`src/rtl/flag_branch_unit.sv`:
```
// flag_branch_unit: architectural Z/V/N flag register plus conditional-branch
// resolution, with an in-flight flag-writer counter and EX-to-branch forwarding.
module flag_branch_unit #(
    parameter int unsigned PC_W   = 16,
    parameter int unsigned PEND_W = 2
) (
    input  logic              clk,
    input  logic              rst,
    input  logic              ex_valid,
    input  logic [3:0]        alu_op,
    input  logic [2:0]        alu_flag,
    input  logic              id_fs_issue,
    input  logic              br_valid,
    input  logic [2:0]        br_ccc,
    input  logic [PC_W-1:0]   br_target,
    input  logic [PC_W-1:0]   pc_next,
    output logic              br_ready,
    output logic              br_resolved,
    output logic              br_taken,
    output logic [PC_W-1:0]   next_pc,
    output logic [2:0]        flags_q,
    output logic [PEND_W-1:0] pend_cnt,
    output logic              err
);

    localparam logic [PEND_W-1:0] PEND_MAX  = '1;
    localparam logic [PEND_W-1:0] PEND_ZERO = '0;

    typedef enum logic [1:0] {
        S_IDLE    = 2'd0,
        S_WAIT    = 2'd1,
        S_RESOLVE = 2'd2
    } state_t;

    state_t            state_q, state_d;
    logic [2:0]        flags_d;
    logic [PEND_W-1:0] pend_q, pend_d;
    logic              resolved_q, resolved_d;
    logic              taken_q, taken_d;
    logic [PC_W-1:0]   npc_q, npc_d;
    logic              err_q, err_d;

    logic [2:0]        wr_mask;
    logic [2:0]        flags_nx;
    logic              dec;
    logic              inc;
    logic              cond;
    logic              accept;
    logic [PEND_W-1:0] pend_eff;

    // Per-opcode flag write mask, {Z,V,N}
    always_comb begin
        wr_mask = 3'b000;
        case (alu_op)
            4'b0000, 4'b0001:                   wr_mask = 3'b111;
            4'b0010, 4'b0100, 4'b0101,
            4'b0110, 4'b0111:                   wr_mask = 3'b100;
            default:                            wr_mask = 3'b000;
        endcase
    end

    // Forwarded flag view and pending-count bookkeeping for this cycle
    always_comb begin
        dec      = ex_valid & (|wr_mask);
        inc      = id_fs_issue & ~br_valid;
        flags_nx = ex_valid ? ((flags_q & ~wr_mask) | (alu_flag & wr_mask)) : flags_q;
        pend_eff = (dec && (pend_q != PEND_ZERO)) ? (pend_q - PEND_W'(1)) : pend_q;
        br_ready = (pend_eff == PEND_ZERO);
    end

    // Branch condition on forwarded flags: Z=flags_nx[2], V=[1], N=[0]
    always_comb begin
        cond = 1'b0;
        case (br_ccc)
            3'b000:  cond = ~flags_nx[2];
            3'b001:  cond =  flags_nx[2];
            3'b010:  cond = ~flags_nx[2] & ~flags_nx[0];
            3'b011:  cond =  flags_nx[0];
            3'b100:  cond = ~flags_nx[0];
            3'b101:  cond =  flags_nx[0] | flags_nx[2];
            3'b110:  cond =  flags_nx[1];
            default: cond = 1'b1;
        endcase
    end

    // Next-state, pending counter, result latch and sticky error
    always_comb begin
        state_d    = state_q;
        flags_d    = flags_nx;
        pend_d     = pend_q;
        resolved_d = 1'b0;
        taken_d    = taken_q;
        npc_d      = npc_q;
        err_d      = err_q;
        accept     = br_valid & br_ready;

        if (inc && !dec) begin
            if (pend_q == PEND_MAX) err_d = 1'b1;
            else                    pend_d = pend_q + PEND_W'(1);
        end else if (dec && !inc) begin
            if (pend_q == PEND_ZERO) err_d = 1'b1;
            else                     pend_d = pend_q - PEND_W'(1);
        end

        if (id_fs_issue && br_valid) err_d = 1'b1;

        case (state_q)
            S_WAIT: begin
                if (!br_valid) begin
                    state_d = S_IDLE;
                    err_d   = 1'b1;
                    accept  = 1'b0;
                end else if (br_ready) begin
                    state_d = S_RESOLVE;
                end
            end
            default: begin
                if (accept)        state_d = S_RESOLVE;
                else if (br_valid) state_d = S_WAIT;
                else               state_d = S_IDLE;
            end
        endcase

        if (accept) begin
            resolved_d = 1'b1;
            taken_d    = cond;
            npc_d      = cond ? br_target : pc_next;
        end
    end

    // State and registered outputs
    always_ff @(posedge clk or posedge rst) begin
        if (rst) begin
            state_q    <= S_IDLE;
            flags_q    <= 3'b000;
            pend_q     <= PEND_ZERO;
            resolved_q <= 1'b0;
            taken_q    <= 1'b0;
            npc_q      <= '0;
            err_q      <= 1'b0;
        end else begin
            state_q    <= state_d;
            flags_q    <= flags_d;
            pend_q     <= pend_d;
            resolved_q <= resolved_d;
            taken_q    <= taken_d;
            npc_q      <= npc_d;
            err_q      <= err_d;
        end
    end

    assign pend_cnt    = pend_q;
    assign br_resolved = resolved_q;
    assign br_taken    = taken_q;
    assign next_pc     = npc_q;
    assign err         = err_q;

endmodule

```
`config.mk`:
```
export PLATFORM = sky130hd
export DESIGN_NAME = flag_branch_unit
export DESIGN_NICKNAME = d
export VERILOG_FILES = /design/src/rtl/flag_branch_unit.sv
export SDC_FILE = /design/constraint.sdc
export NUM_CORES = 1
export LEC_CHECK = 0
export ABC_AREA = 1
export BUFFER_PORTS_ARGS = -buffer_cell sky130_fd_sc_hd__buf_2
export CORE_ASPECT_RATIO = 1.5
export CORE_MARGIN = 1.5
export CORE_UTILIZATION = 53
export DETAILED_ROUTE_END_ITERATION = 10
export GPL_ROUTABILITY_DRIVEN = 0
export MAX_ROUTING_LAYER = met4
export PLACE_DENSITY = 0.85
export SLEW_MARGIN = 20
export SYNTH_ARGS = -nofsm -noshare
export SYNTH_HDL_FRONTEND = slang
export SYNTH_SLANG_ARGS = --single-unit
```
`constraint.sdc`:
```
create_clock -name clk -period 3.2 [get_ports clk]
set_input_delay 0.48 -clock clk [delete_from_list [all_inputs] [get_ports clk]]
set_output_delay 0.48 -clock clk [all_outputs]
set_load 0.01 [all_outputs]
```
==> results of run 1 <==
[power groups by stage]
stage               Combinational (mW)  Clock [mW]  Sequential [mW]
finish                           0.683       0.209            0.546
global route                     0.770       0.226            0.563
CTS                              0.693       0.211            0.546
detailed placement               0.691           0            0.552
global placement                 0.675           0            0.552
floorplan                        0.407           0            0.608
[stage by stage]
| step | util | std cells | cell area, µm² | setup slack (ns) | power (mW) |
|---|---|---|---|---|---|
| 3_5_place_dp | 0.6535 | 336 | 2232 | 1.243 | 1.243 |
| 3_3_place_gp | 0.6535 | 336 | 2232 | 1.281 | 1.227 |
| 4_1_cts | 0.6696 | 340 | 2287 | 0.9766 | 1.451 |
| 5_1_grt | 0.6696 | 340 | 2287 | 0.8797 | 1.559 |
| 2_1_floorplan | - | 229 | 1897 | 1.420 | 1.014 |
| 6_report | 0.6696 | 340 | 2287 | 0.9953 | 1.438 |
[cells by family (layout without fill, tap and decap cells)]
kind of cell               after synthesis  count (layout)  share of synthesized area
AOI/OAI and AO/OA                       21              21                     0.1003
adders and majority gates                4               4                    0.02639
xor gates and xnor gates                 2               2                   0.009237
DFF                                     26              26                     0.3430
and+or+nand+nor                        130             130                     0.4011
buffers and inverters                   46             115                     0.1200
[registers in the layout, summed over array words and instances, names as in the netlist]
signal,flops
flags_q,3
br_resolved,1
br_taken,1
err,1
pend_cnt,2
next_pc,16
state_q,2
[how the worst max path moves through the flow]
stage | endpoint | slack (ns) | cells after the start
after floorplan | br_ready | 1.42 | 5
after global placement | next_pc[12] | 1.28 | 9
after detailed placement | next_pc[14] | 1.24 | 11
after CTS | br_ready | 0.98 | 6
after global routing | br_ready | 0.88 | 6
final | br_ready | 1.0 | 6
[cell type report]
type                    count  area share
well taps                  42     0.02298
inverters                  40     0.06783
flip-flops and latches     26      0.2845
repair buffers             71      0.1554
clock buffers               4     0.02407
multi-input cells         157      0.4453
[synth_stat cells (2+ instances only)]
library cell	count	area (µm²)
buf_6	2	22.52
o21bai_2	9	101.4
inv_1	32	120.1
dfrtp_1	26	650.6
nand3_4	2	35.03
inv_2	5	18.77
nor2_1	7	26.28
o21bai_1	7	52.55
inv_4	2	12.51
nand3_1	33	165.2
nor2_2	2	12.51
nor2_8	2	40.04
nand2_4	5	56.30
nand2_2	7	43.79
ha_1	4	50.05
nand2_1	51	191.4
nor3_1	3	15.01
buf_4	2	15.01
nand3_2	15	150.1
[layer usage]
layer | share of wire | up-vias
li1 | - | 869
met1 | 0.40 | 789
met2 | 0.53 | 62
met3 | 0.060 | 4
met4 | 0.0069 | 0
met5 | 0 | -
==> flow_metrics.py, run 1 <==
metrics = {
    "grt": {
        "grt_pass1_wl_um": 7010,
        "use_met1": 0.2490,
        "antenna_found_initial": 0,
        "grt_most_used_layer": "met2",
        "grt.total_usage": 0.2265,
        "met2_usage": 0.4228,
        "grt_max_degree": 27,
        "grt.overflow.total": 0,
        "grtUsageMet3": 0.03137,
        "grt_pass1_vias": 1667,
    },
    "worst_setup_path": {
        "critPathBufInv": 3,
        "path_class": "flop to primary output",
        "critical_path_required_ns": 2.72,
        "worstReg2RegEnd": "next_pc[6]",
        "cp_slowest_stage_delay_ns": 0.46,
        "worst_setup_path_start_kind": "flop",
        "crit_path_cell_trace": "inv_1 -> ha_1 -> a211o_1 -> nand2_2 -> inv_2 -> buf_2",
        "critPathSlowestCell": "dfrtp_1",
        "crit_family": "flip-flops",
        "r2r_cells": 8,
        "reg2reg_from": "pend_cnt[0]",
        "arrival_ns": 1.72,
        "cp-end-kind": "primary output",
        "worstSetupStartpoint": "pend_cnt[0]",
        "cp_max_fo": 6,
        "r2r_setup_slack_ns": 1.31,
    },
    "floorplanning": {
        "io-pin-count": 72,
        "die_x_um": 51.85,
        "start_util": 0.5553,
        "fp-row-count": 26,
        "dieHeight_um": 76.27,
        "core_area_mm2": 0.003416,
        "die-area_mm2": 0.003954,
    },
    "cells_and_area": {
        "syn_to_final_growth_pct": 20.58,
        "final_cell_mix": "buf_2 (71), nand2_1 (51), nand3_1 (33), inv_1 (31), dfrtp_1 (26)",
        "drive_gt1_frac": 0.4228,
        "multi_input_area_mm2": 0.001018,
        "diodes": 0,
        "final_common_cell": "buf_2",
        "fillCellCount": 319,
        "regArea_um2": 650.6,
        "nets": 350,
    },
    "drt": {
        "routed_via_density": 5.071,
        "ant_nets": 0,
        "dr.pass1.iters": 4,
        "first_iter_violations": 35,
        "vias": 1724,
        "drt_wl_total_um": 4196,
        "wl_per_cell_um": 12.34,
        "drc_errors": 0,
    },
    "clocking": {
        "numCtsBuffers": 3,
        "cts-resized-gates": 0,
        "clk_path_buf_depth": 2,
        "cts_setup_buffers": 0,
        "clk_latency_ns": 0.26,
        "cts_hold_buf": 0,
        "cts.htree.levels": 1,
        "cts_tree": "yes",
        "cts_sinks": 26,
        "root_buffer": "clkbuf_8",
        "clkTransAtPathRegs_ns": 0.09,
    },
    "power_and_ir_drop": {
        "p_int_mw": 0.8509,
        "netSwitchingPower_mw": 0.5876,
        "pwr-share-comb": 0.475,
        "clkPwrFrac": 0.146,
        "ir_worst_vdd_mv": 0.5786,
        "netSwitchingFraction": 0.4085,
        "power_frac_seq": 0.380,
        "cellLeakagePower_nw": 1.331,
        "power_density_mw_per_mm2": 628.9,
    },
    "timing": {
        "skew_ns": 0.002352,
        "setup_tns_ns": 0,
        "hold_violations": 0,
        "setup_violations": 0,
        "whs_ns": 0.2867,
        "post-route-period-util": 0.6890,
        "final_max_slew_viol_count": 0,
        "min_period_ns": 2.205,
        "max_freq_ghz": 0.4536,
        "tightest_slew_ns": 0.9132,
        "relSlewSlack": 0.3875,
        "rsz0062_at_grt": "false",
    },
    "logic_synthesis": {
        "yosysSeqAreaShare": 0.3430,
        "syn_area_per_cell_um2": 8.283,
        "synth_edf_count": 0,
        "synth_cells": 229,
        "synth-seq-cells": 26,
        "async_reset_ff_frac": 1.000,
        "synth_cell_types": 32,
        "syn-num-nets": 280,
        "syn_area_mm2": 0.001897,
        "yosys_most_used_dff": "dfrtp_1",
        "yosys_warnings": 0,
    },
    "min_path": {
        "hold_class": "input pin to async pin",
    },
    "placement": {
        "place_hpwl_um": 3328,
        "portBuffers": 71,
    },
    "flow_run": {
        "max-cap-violations": 0,
    },
    "status": {
        "outcome": "finished clean",
    },
}
Power figures use the tool's default switching activity.
==> inputs of run 2 (changes only) <==
--- a/config.mk
+++ b/config.mk
@@ -5,15 +5,15 @@
 export SDC_FILE = /design/constraint.sdc
 export NUM_CORES = 1
 export LEC_CHECK = 0
-export ABC_AREA = 1
+export ABC_AREA = 0
 export BUFFER_PORTS_ARGS = -buffer_cell sky130_fd_sc_hd__buf_2
 export CORE_ASPECT_RATIO = 1.5
 export CORE_MARGIN = 1.5
-export CORE_UTILIZATION = 53
+export CORE_UTILIZATION = 39
 export DETAILED_ROUTE_END_ITERATION = 10
 export GPL_ROUTABILITY_DRIVEN = 0
 export MAX_ROUTING_LAYER = met4
-export PLACE_DENSITY = 0.85
+export PLACE_DENSITY = 0.74
 export SLEW_MARGIN = 20
 export SYNTH_ARGS = -nofsm -noshare
 export SYNTH_HDL_FRONTEND = slang
==> constraint.sdc (replaced) <==
create_clock -name clk -period 1.9 [get_ports clk]
set_input_delay 0.285 -clock clk [delete_from_list [all_inputs] [get_ports clk]]
set_output_delay 0.285 -clock clk [all_outputs]
set_load 0.01 [all_outputs]
==> run 2 against run 1 <==
Against the previous run:
- the run now ends with setup timing left
- highest routed layer unchanged
- sequential power up 64%
- register-to-register slack worse by 1.3 ns
- clock skew up 0.0021 ns
- first-iteration DRC count up 26%
- largest cell class unchanged
- via count down 22%
- clock-buffer cell count down 1
- combinational power up 120%
- clock power up 120%
- sequential cell count unchanged
- die area down 5.6%
- worst setup slack worse by 1.1 ns
- sequential share of layout area up 2.5 points
==> flow_metrics.py, run 2 <==
metrics = {
    "grt": {
        "grt_max_degree": 18,
        "antenna_found_initial": 0,
        "grt_pass1_vias": 1369,
        "grt.total_usage": 0.2174,
        "grt_pass1_wl_um": 6016,
        "grt.overflow.total": 0,
    },
    "logic_synthesis": {
        "synth_most_common_cell": "dfrtp_1",
        "yosysSeqAreaShare": 0.4952,
        "syn-num-nets": 167,
        "synth-seq-cells": 26,
        "async_reset_ff_frac": 1.000,
        "synth_top_area_share": 0.4952,
        "ys_top_cells_by_count": "dfrtp_1 (26), a221o_1 (16), and2_1 (16)",
        "yosys_warnings": 0,
        "synth_cells": 116,
        "syn_area_mm2": 0.001314,
        "synthTopCellsByArea": "dfrtp_1 (50%), a221o_1 (12%), and2_1 (7.6%)",
        "synth_edf_count": 0,
        "yosys_most_used_dff": "dfrtp_1",
        "syn_area_per_cell_um2": 11.33,
        "synth_cell_types": 35,
        "synth_top_area_cell": "dfrtp_1",
    },
    "clocking": {
        "clk_latency_ns": 0.27,
        "cts_sinks": 26,
        "cts_tree": "yes",
        "clkTransAtPathRegs_ns": 0.10,
        "numCtsBuffers": 3,
        "clk_path_buf_depth": 2,
        "cts.htree.levels": 1,
        "root_buffer": "clkbuf_8",
        "cts_hold_buf": 0,
    },
    "power_and_ir_drop": {
        "cellLeakagePower_nw": 1.103,
        "power_frac_seq": 0.312,
        "clkPwrFrac": 0.160,
        "power_density_mw_per_mm2": 1367,
        "p_int_mw": 1.895,
        "pwr-share-comb": 0.528,
        "ir_worst_vdd_mv": 0.8657,
        "netSwitchingFraction": 0.3409,
        "netSwitchingPower_mw": 0.9806,
    },
    "worst_setup_path": {
        "worst_setup_path_start_kind": "input pin",
        "critPathSlowestCell": "mux2_4",
        "critical_path_required_ns": 2.05,
        "arrival_ns": 2.18,
        "cp_max_fo": 9,
        "cp-end-kind": "flop",
        "cp_slowest_stage_delay_ns": 0.35,
        "path_class": "input pin to flop",
        "crit_path_cell_trace": "buf_8 -> nor4b_4 -> mux2_4 -> or3_1 -> o31a_1 -> buf_4 -> and4_4 -> a221o_1",
    },
    "cells_and_area": {
        "largest_reg_flops": 16,
        "syn_to_final_growth_pct": 60.19,
        "diodes": 0,
        "drive_gt1_frac": 0.5654,
        "final_cell_mix": "buf_2 (68), dfrtp_1 (26), buf_4 (23), and2_1 (16), a221o_1 (16)",
        "nets": 266,
        "final_common_cell": "buf_2",
        "final_area_mm2": 0.002105,
        "fin_util": 0.6596,
    },
    "timing": {
        "setup_violations": 16,
        "tightest_slew_ns": 0.4762,
        "whs_ns": 0.01124,
        "relSlewSlack": 0.6822,
        "rsz0062_at_grt": "true",
        "max_freq_ghz": 0.4933,
        "finalWorstSetupSlack_ns": -0.1274,
        "hold_violations": 0,
        "post-route-period-util": 1.067,
        "min_period_ns": 2.027,
        "skew_ns": 0.004421,
        "final_max_slew_viol_count": 0,
    },
    "min_path": {
        "hold_class": "input pin to async pin",
    },
    "drt": {
        "vias": 1346,
        "dr.pass1.iters": 5,
        "routed_via_density": 5.299,
        "first_iter_violations": 44,
        "ant_nets": 0,
        "wl_per_cell_um": 15.83,
        "drc_errors": 0,
        "drt_wl_total_um": 4021,
    },
    "placement": {
        "portBuffers": 71,
        "place_hpwl_um": 2886,
        "placed_cell_area_mm2": 0.001882,
    },
    "flow_run": {
        "max-cap-violations": 0,
    },
    "floorplanning": {
        "io-pin-count": 72,
        "dieHeight_um": 74.09,
        "fp-row-count": 25,
        "core_area_mm2": 0.003191,
        "die-area_mm2": 0.003733,
        "die_x_um": 50.39,
        "start_util": 0.4118,
    },
    "status": {
        "outcome": "complete, but fails checks",
        "violations": "setup timing",
    },
}
[run 2: metal layers]
| metal | vias up | wire, µm | track usage |
|---|---|---|---|
| met5 | - | 0 | - |
| met4 | 0 | 51 | 0.07508 |
| met3 | 4 | 194 | 0.02410 |
| met2 | 59 | 2312 | 0.4094 |
| met1 | 659 | 1462 | 0.2332 |
| li1 | 624 | - | - |
[run 2: area by class of cell]
type / count / area [µm²]
fill: 258 / 1086
multi-input combinational: 76 / 676.9
sequential: 26 / 650.6
timing repair buffer: 98 / 618.1
tap: 40 / 50.05
clock buffer: 3 / 41.29
inverter: 10 / 37.54
clock inverter: 1 / 30.03
[run 2: final timing paths]
check | to | start | cells after the start | slack (ns)
setup / recovery | next_pc[1] | alu_op[2] | 8 | -0.13
hold / removal | pend_cnt[1] | rst | 2 | 0.01
setup reg to reg | next_pc[1] | flags_q[0] | 6 | -0.02
hold reg to reg | br_taken | br_taken | 1 | 0.48
max in group asynchronous | next_pc[4] | rst | 3 | 1.32
min in group clk | next_pc[10] | br_target[10] | 2 | 0.24
[run 2: per-stage QoR]
step                      instances  setup WS (ns)  setup TNS, ns  total power [mW]
after floorplan                 116        -0.3209         -4.444             1.627
after global placement          241        -0.3785         -6.278             2.144
after detailed placement        241        -0.4597         -7.348             2.220
after CTS                       250        -0.1202         -1.499             2.823
after global routing            254        -0.1824         -2.588             3.044
final                           254        -0.1274         -1.564             2.876
[run 2: power groups by stage]
| stage | Clock [mW] | Combinational [mW] | Sequential (mW) |
|---|---|---|---|
| 6_report | 0.461 | 1.52 | 0.897 |
| 5_1_grt | 0.489 | 1.63 | 0.920 |
| 4_1_cts | 0.465 | 1.46 | 0.894 |
| 3_5_place_dp | 0 | 1.33 | 0.893 |
| 3_3_place_gp | 0 | 1.26 | 0.887 |
| 2_1_floorplan | 0 | 0.630 | 0.996 |
[run 2: cell families (layout without fill, tap and decap cells)]
| family | Yosys count | in the layout | synth area share |
|---|---|---|---|
| flops | 26 | 26 | 0.4952 |
| mux | 5 | 5 | 0.04381 |
| fa+ha+maj | 4 | 4 | 0.03810 |
| simple gates | 37 | 38 | 0.1676 |
| buf+inv | 15 | 112 | 0.05523 |
| xor+xnor | 2 | 2 | 0.01334 |
| compound gates | 27 | 27 | 0.1867 |
[run 2: timing repair]
| item | CTS | global route |
|---|---|---|
| resized for setup | 16 | 5 |
| pin swaps | 23 | 12 |
| buffers inserted | 5 | 3 |
| endpoints found under the setup margin | 18 | 18 |
| cloned | 1 | 1 |
[run 2: critical path, delay by kind of cell]
kind	cells	cell delay (ns)
AND/OR/NAND/NOR	3	0.84
multiplexers	1	0.35
AO/OA/AOI/OAI	2	0.46
buffers and inverters	2	0.24
